===== config.mk =====
export PLATFORM = sky130hd
export DESIGN_NAME = teclado_escaner
export DESIGN_NICKNAME = d
export VERILOG_FILES = /design/src/rtl/teclado_pkg.sv /design/src/rtl/barrido_columnas.sv /design/src/rtl/teclado_escaner.sv
export SDC_FILE = /design/constraint.sdc
export NUM_CORES = 1
export LEC_CHECK = 0
export CAP_MARGIN = 10
export CORE_UTILIZATION = 55
export DETAILED_ROUTE_END_ITERATION = 6
export PLACE_DENSITY_LB_ADDON = 0.3
export SLEW_MARGIN = 20
export SYNTH_ARGS = -nofsm -noshare
export SYNTH_HDL_FRONTEND = slang
export SYNTH_SLANG_ARGS = --single-unit

===== constraint.sdc =====
create_clock -name clk -period 3.8 [get_ports clk]
set_clock_uncertainty 0.2 [all_clocks]
set_input_delay 0.76 -clock clk [delete_from_list [all_inputs] [get_ports clk]]
set_output_delay 0.76 -clock clk [all_outputs]
set_load 0.005 [all_outputs]

===== src/rtl/teclado_pkg.sv =====
// Shared definitions for the 4x4 keypad scanner: key codes, FSM states,
// scan classification and the (row, column) to key-code map.
package teclado_pkg;

   localparam logic [3:0] TECLA_0 = 4'h0;
   localparam logic [3:0] TECLA_1 = 4'h1;
   localparam logic [3:0] TECLA_2 = 4'h2;
   localparam logic [3:0] TECLA_3 = 4'h3;
   localparam logic [3:0] TECLA_4 = 4'h4;
   localparam logic [3:0] TECLA_5 = 4'h5;
   localparam logic [3:0] TECLA_6 = 4'h6;
   localparam logic [3:0] TECLA_7 = 4'h7;
   localparam logic [3:0] TECLA_8 = 4'h8;
   localparam logic [3:0] TECLA_9 = 4'h9;
   localparam logic [3:0] TECLA_A = 4'hA;
   localparam logic [3:0] TECLA_B = 4'hB;
   localparam logic [3:0] TECLA_C = 4'hC;
   localparam logic [3:0] TECLA_D = 4'hD;
   localparam logic [3:0] TECLA_E = 4'hE;
   localparam logic [3:0] TECLA_F = 4'hF;

   typedef enum logic [1:0] {
      REPOSO,
      CANDIDATO,
      PRESIONADA,
      LIBERANDO
   } estado_t;

   typedef enum logic [1:0] {
      VACIO,
      UNICA,
      MULTIPLE
   } clase_t;

   // '*' is reported as 0xE and '#' as 0xF.
   function automatic logic [3:0] codigo_tecla(input logic [1:0] fila,
                                               input logic [1:0] columna);
      logic [3:0] w_cod;
      case ({fila, columna})
         4'b00_00: w_cod = TECLA_1;
         4'b00_01: w_cod = TECLA_2;
         4'b00_10: w_cod = TECLA_3;
         4'b00_11: w_cod = TECLA_A;
         4'b01_00: w_cod = TECLA_4;
         4'b01_01: w_cod = TECLA_5;
         4'b01_10: w_cod = TECLA_6;
         4'b01_11: w_cod = TECLA_B;
         4'b10_00: w_cod = TECLA_7;
         4'b10_01: w_cod = TECLA_8;
         4'b10_10: w_cod = TECLA_9;
         4'b10_11: w_cod = TECLA_C;
         4'b11_00: w_cod = TECLA_E;
         4'b11_01: w_cod = TECLA_0;
         4'b11_10: w_cod = TECLA_F;
         default:  w_cod = TECLA_D;
      endcase
      return w_cod;
   endfunction

endpackage


===== src/rtl/barrido_columnas.sv =====
// Column-slot timing: a SCAN_DIV divider stepping a 2-bit column index,
// with strobes on the last cycle of each slot and of each full scan.
module barrido_columnas #(
   parameter int SCAN_DIV = 50000
) (
   input  logic       clk,
   input  logic       rst,
   output logic [1:0] o_columna,
   output logic       o_muestra,
   output logic       o_fin_scan
);

   localparam int            DW      = $clog2(SCAN_DIV);
   localparam logic [DW-1:0] DIV_ULT = DW'(SCAN_DIV - 1);
   localparam logic [DW-1:0] DIV_UNO = DW'(1);

   logic [DW-1:0] r_div;
   logic [1:0]    r_col;

   // NOTE: sequential state uses non-blocking assignments only, so every
   // register samples pre-edge values regardless of block ordering.
   always_ff @(posedge clk) begin
      if (rst) begin
         r_div <= '0;
         r_col <= 2'd0;
      end else if (r_div == DIV_ULT) begin
         r_div <= '0;
         r_col <= r_col + 2'd1;
      end else begin
         r_div <= r_div + DIV_UNO;
      end
   end

   assign o_columna  = r_col;
   assign o_muestra  = (r_div == DIV_ULT);
   assign o_fin_scan = o_muestra && (r_col == 2'd3);

endmodule


===== src/rtl/teclado_escaner.sv =====
// 4x4 matrix keypad scanner: row synchronizer, per-scan classifier and a
// debounce FSM that reports each accepted key with a one-cycle strobe.
module teclado_escaner
   import teclado_pkg::*;
#(
   parameter int SCAN_DIV       = 50000,
   parameter int DEBOUNCE_SCANS = 4
) (
   input  logic       clk,
   input  logic       rst,
   input  logic [3:0] filas,
   output logic [3:0] columnas,
   output logic [3:0] tecla,
   output logic       tecla_valida,
   output logic       tecla_presionada
);

   localparam int            CW      = $clog2(DEBOUNCE_SCANS + 1);
   localparam logic [CW-1:0] CNT_UNO = CW'(1);
   localparam logic [CW-1:0] CNT_ULT = CW'(DEBOUNCE_SCANS - 1);

   logic [1:0]    w_columna;
   logic          w_muestra;
   logic          w_fin_scan;
   logic [15:0]   w_imagen;
   logic [3:0]    w_codigo;
   clase_t        w_clase;

   logic [3:0]    r_sync1;
   logic [3:0]    r_sync2;
   logic [3:0]    r_columnas;
   logic [11:0]   r_parcial;
   estado_t       r_estado;
   logic [3:0]    r_cand;
   logic [CW-1:0] r_cnt;
   logic [3:0]    r_tecla;
   logic          r_valida;
   logic          r_presionada;

   barrido_columnas #(
      .SCAN_DIV (SCAN_DIV)
   ) u_barrido (
      .clk        (clk),
      .rst        (rst),
      .o_columna  (w_columna),
      .o_muestra  (w_muestra),
      .o_fin_scan (w_fin_scan)
   );

   // Rows idle high, so the synchronizer resets to "no key".
   always_ff @(posedge clk) begin
      if (rst) begin
         r_sync1 <= 4'hF;
         r_sync2 <= 4'hF;
      end else begin
         r_sync1 <= filas;
         r_sync2 <= r_sync1;
      end
   end

   // Columns 0..2 are held here; column 3 is used live on the scan-end cycle.
   always_ff @(posedge clk) begin
      if (rst) begin
         r_columnas <= 4'b1110;
         r_parcial  <= '0;
      end else if (w_muestra) begin
         r_columnas <= {r_columnas[2:0], r_columnas[3]};
         case (w_columna)
            2'd0:    r_parcial[3:0]  <= ~r_sync2;
            2'd1:    r_parcial[7:4]  <= ~r_sync2;
            2'd2:    r_parcial[11:8] <= ~r_sync2;
            default: ;
         endcase
      end
   end

   // NOTE: every always_comb output gets a default first so no path can
   // leave it unassigned and infer a latch.
   always_comb begin
      w_imagen = {~r_sync2, r_parcial};
      w_codigo = TECLA_0;
      for (int i = 0; i < 16; i++) begin
         if (w_imagen[i]) w_codigo = codigo_tecla(2'(i % 4), 2'(i / 4));
      end
      if (w_imagen == '0)
         w_clase = VACIO;
      else if ((w_imagen & (w_imagen - 16'd1)) == '0)
         w_clase = UNICA;
      else
         w_clase = MULTIPLE;
   end

   always_ff @(posedge clk) begin
      if (rst) begin
         r_estado     <= REPOSO;
         r_cand       <= TECLA_0;
         r_cnt        <= '0;
         r_tecla      <= TECLA_0;
         r_valida     <= 1'b0;
         r_presionada <= 1'b0;
      end else begin
         r_valida <= 1'b0;
         if (w_fin_scan) begin
            unique case (r_estado)
               REPOSO: begin
                  if (w_clase == UNICA) begin
                     r_cand   <= w_codigo;
                     r_cnt    <= CNT_UNO;
                     r_estado <= CANDIDATO;
                  end
               end
               CANDIDATO: begin
                  if (w_clase != UNICA) begin
                     r_estado <= REPOSO;
                  end else if (w_codigo != r_cand) begin
                     r_cand <= w_codigo;
                     r_cnt  <= CNT_UNO;
                  end else if (r_cnt == CNT_ULT) begin
                     r_tecla      <= r_cand;
                     r_valida     <= 1'b1;
                     r_presionada <= 1'b1;
                     r_estado     <= PRESIONADA;
                  end else begin
                     r_cnt <= r_cnt + CNT_UNO;
                  end
               end
               // A different key without an intervening release is ignored.
               PRESIONADA: begin
                  if (w_clase == VACIO) begin
                     r_cnt    <= CNT_UNO;
                     r_estado <= LIBERANDO;
                  end
               end
               LIBERANDO: begin
                  if (w_clase != VACIO) begin
                     r_estado <= PRESIONADA;
                  end else if (r_cnt == CNT_ULT) begin
                     r_presionada <= 1'b0;
                     r_estado     <= REPOSO;
                  end else begin
                     r_cnt <= r_cnt + CNT_UNO;
                  end
               end
               default: r_estado <= REPOSO;
            endcase
         end
      end
   end

   assign columnas         = r_columnas;
   assign tecla            = r_tecla;
   assign tecla_valida     = r_valida;
   assign tecla_presionada = r_presionada;

endmodule

==> results.py <==
metrics = {
    "run_status": {
        "status": "completed",
    },
    "critical_path": {
        "crit_path_max_fanout": 11,
        "r2r_start": "r_sync2[2]",
        "r2r_end": "r_cnt[0]",
        "ff2ff_path_depth": 7,
        "crit_path_end_kind": "register",
        "path_class": "register to register",
        "rrSetupSlack_ps": 580,
        "start_kind": "register",
        "critPathLaunch": "r_sync2[2]",
        "worstPathArrival_ps": 3250,
        "critPathRequiredTime_ps": 3830,
    },
    "floorplan": {
        "dieHeight_um": 73.3,
        "die-area_um2": 5380,
        "start_util_pct": 58.1,
        "fp.coreArea_um2": 4820,
        "io_pins": 16,
        "floorplan.die.width_um": 73.3,
        "rows": 25,
    },
    "drt": {
        "wl_um": 5720,
        "drt_iter0_markers": 316,
        "drtAntennaViolNets": 0,
        "post_drt_wl_per_cell_um": 14.2,
        "vias_per_cell": 5.81,
        "dr.pass1.iters": 4,
        "drc": 0,
        "via_count": 2337,
    },
    "timing": {
        "worst_slew_pin_slew_ps": 797,
        "setup_viol": 0,
        "slew_headroom_pct": 46.1,
        "finalHoldViolations": 0,
        "final-max-slew-violation-count": 0,
        "fin_crit_ps": 3220,
        "final.setup.tns_ps": 0,
        "fmax_mhz": 310,
        "timing.hold.ws_ps": 209,
        "post-route-period-util_pct": 84.8,
        "rsz0062_at_grt": "no",
    },
    "global_routing": {
        "grt_pass1_vias": 2133,
        "gr-total-overflow": 0,
        "grt_pass1_wl_um": 9690,
        "antenna_found_initial": 0,
        "grt_usage_pct": 23.7,
        "grt_max_degree": 24,
    },
    "clocking": {
        "cts_buffer_depth": 2,
        "cts_resized": 0,
        "cts_hold_buf": 0,
        "cts-root-buf": "clkbuf_8",
        "clkLatencyLatePin_ps": 340,
        "cts_inserted_buffers": 9,
        "post-cts-setup-buffer-count": 0,
        "cts.sinks": 57,
        "clkSlewWorstSetupHoldPaths_ps": 60,
        "htreeDepth": 3,
        "cts_tree": "yes",
    },
    "final_layout": {
        "antenna_cells": 0,
        "final_nets": 344,
        "syn_to_final_growth_pct": 11.3,
        "utilization_pct": 64.6,
        "final_cell_mix": "57 x dfxtp_1, 42 x nor2_1, 18 x nand3_1",
        "drive_above_1_share_pct": 9.25,
        "layout_commonest_cell": "dfxtp_1",
    },
    "synthesis": {
        "synth_area_leaders": "dfxtp_1 41%, nor2_1 5.6%, a211oi_1 4.6%",
        "synth_top_area_share_pct": 40.8,
        "synth-seq-cells": 57,
        "syn_inst": 326,
        "yosysTopAreaCell": "dfxtp_1",
        "syn_area_um2": 2800,
        "ys_warn_count": 0,
        "synth_fp_nets": 338,
        "avgSynthCellArea_um2": 8.58,
        "synth-edff-count": 0,
        "ys_types": 57,
        "synth-seq-area-share_pct": 40.8,
        "synth-async-reset-ratio_pct": 0,
        "ys.flop_type": "dfxtp_1",
    },
    "flow_run": {
        "drv_cap": 0,
    },
    "power": {
        "leakage_uw": 0.00107,
        "powerDensity_nw_per_um2": 361,
        "max-vdd-ir-drop_mv": 0.236,
    },
    "hold_path": {
        "hold_start": "r_sync1[3]",
        "min_path_cells": 1,
        "min_to": "r_sync2[3]",
        "hp-class": "register to register",
    },
    "placed_design": {
        "post-dp-hpwl_um": 3910,
        "place_congestion": 0.881,
        "io_buffers": 15,
    },
}
## final cells by class
type,instances,area (um2)
sequential,57,1140
multi-input combinational,236,1530
clock buffer,10,128
tap,67,83.8
timing repair buffer,17,165
clock inverter,4,22.5
inverter,11,41.3
fill,439,1700
## cells in the mapped netlist, drive strengths merged, types with 5 or more instances
library cell,instances
dfxtp,57
nor2,43
clkbuf,21
nand3,18
a211oi,17
nand2,17
a21oi,12
xor2,12
inv,11
o21ai,10
or2,9
and2,8
nor4,7
ha,6
nor3,6
xnor2,6
and3,5
mux2i,5
## report_power, final
group / switching [uW] / total, uW / leakage, uW / internal [uW]
Clock: 228 / 453 / 0.0000778 / 225
Combinational: 35.9 / 57.7 / 0.000530 / 21.9
Sequential: 7.57 / 612 / 0.000462 / 604
## metrics by stage
step | setup slack, ps | cell area (um2) | total power [uW] | instances
after detailed placement | 647 | 2960 | 682 | 388
after global placement | 711 | 2960 | 680 | 388
after floorplan | 917 | 2800 | 667 | 326
after global routing | 278 | 3110 | 1170 | 402
after CTS | 631 | 3110 | 1130 | 402
final | 579 | 3110 | 1120 | 402
## worst max path at each step
stage / slack [ps] / end
3_3_place_gp: 710 / r_cnt[0]
3_5_place_dp: 650 / r_cnt[0]
5_1_grt: 280 / tecla[1]
6_report: 580 / r_cnt[0]
2_1_floorplan: 920 / r_cand[1]
4_1_cts: 630 / r_cnt[0]
## routing by layer
layer | vias up | global-route usage, % | routed length (um)
met5 | - | 0 | 0
met4 | 0 | 9.62 | 98
met3 | 11 | 6.31 | 280
met2 | 61 | 38.2 | 2720
met1 | 1093 | 30.1 | 2610
li1 | 1172 | - | -
## state kept, by name, summed over array words and instances (netlist names)
register	cells
u_barrido.r_div	16
r_parcial	12
columnas	4
r_cand	4
r_sync1	4
r_sync2	4
tecla	4
r_cnt	3
r_estado	2
u_barrido.o_columna	2
tecla_presionada	1
tecla_valida	1
## cells by family (layout without fill, tap and decap cells)
group / count (synthesis) / after routing / share of synthesized area [%]
AND/OR/NAND/NOR: 140 / 140 / 27.1
AO/OA/AOI/OAI: 66 / 66 / 17.2
flip-flops: 57 / 57 / 40.8
buffers and inverters: 33 / 42 / 4.47
XOR/XNOR: 18 / 18 / 5.64
adder cells (fa/ha/maj): 7 / 7 / 3.04
multiplexers: 5 / 5 / 1.79
## critical path, stage by stage (launching register included)
cell	delay [ps]
dfxtp_1	540
nand2_1	210
nor4_1	500
nand3_1	140
a211oi_1	630
and3_1	440
o2111ai_1	200
a22o_1	250
No activity file was read; power rests on OpenSTA's default activity.
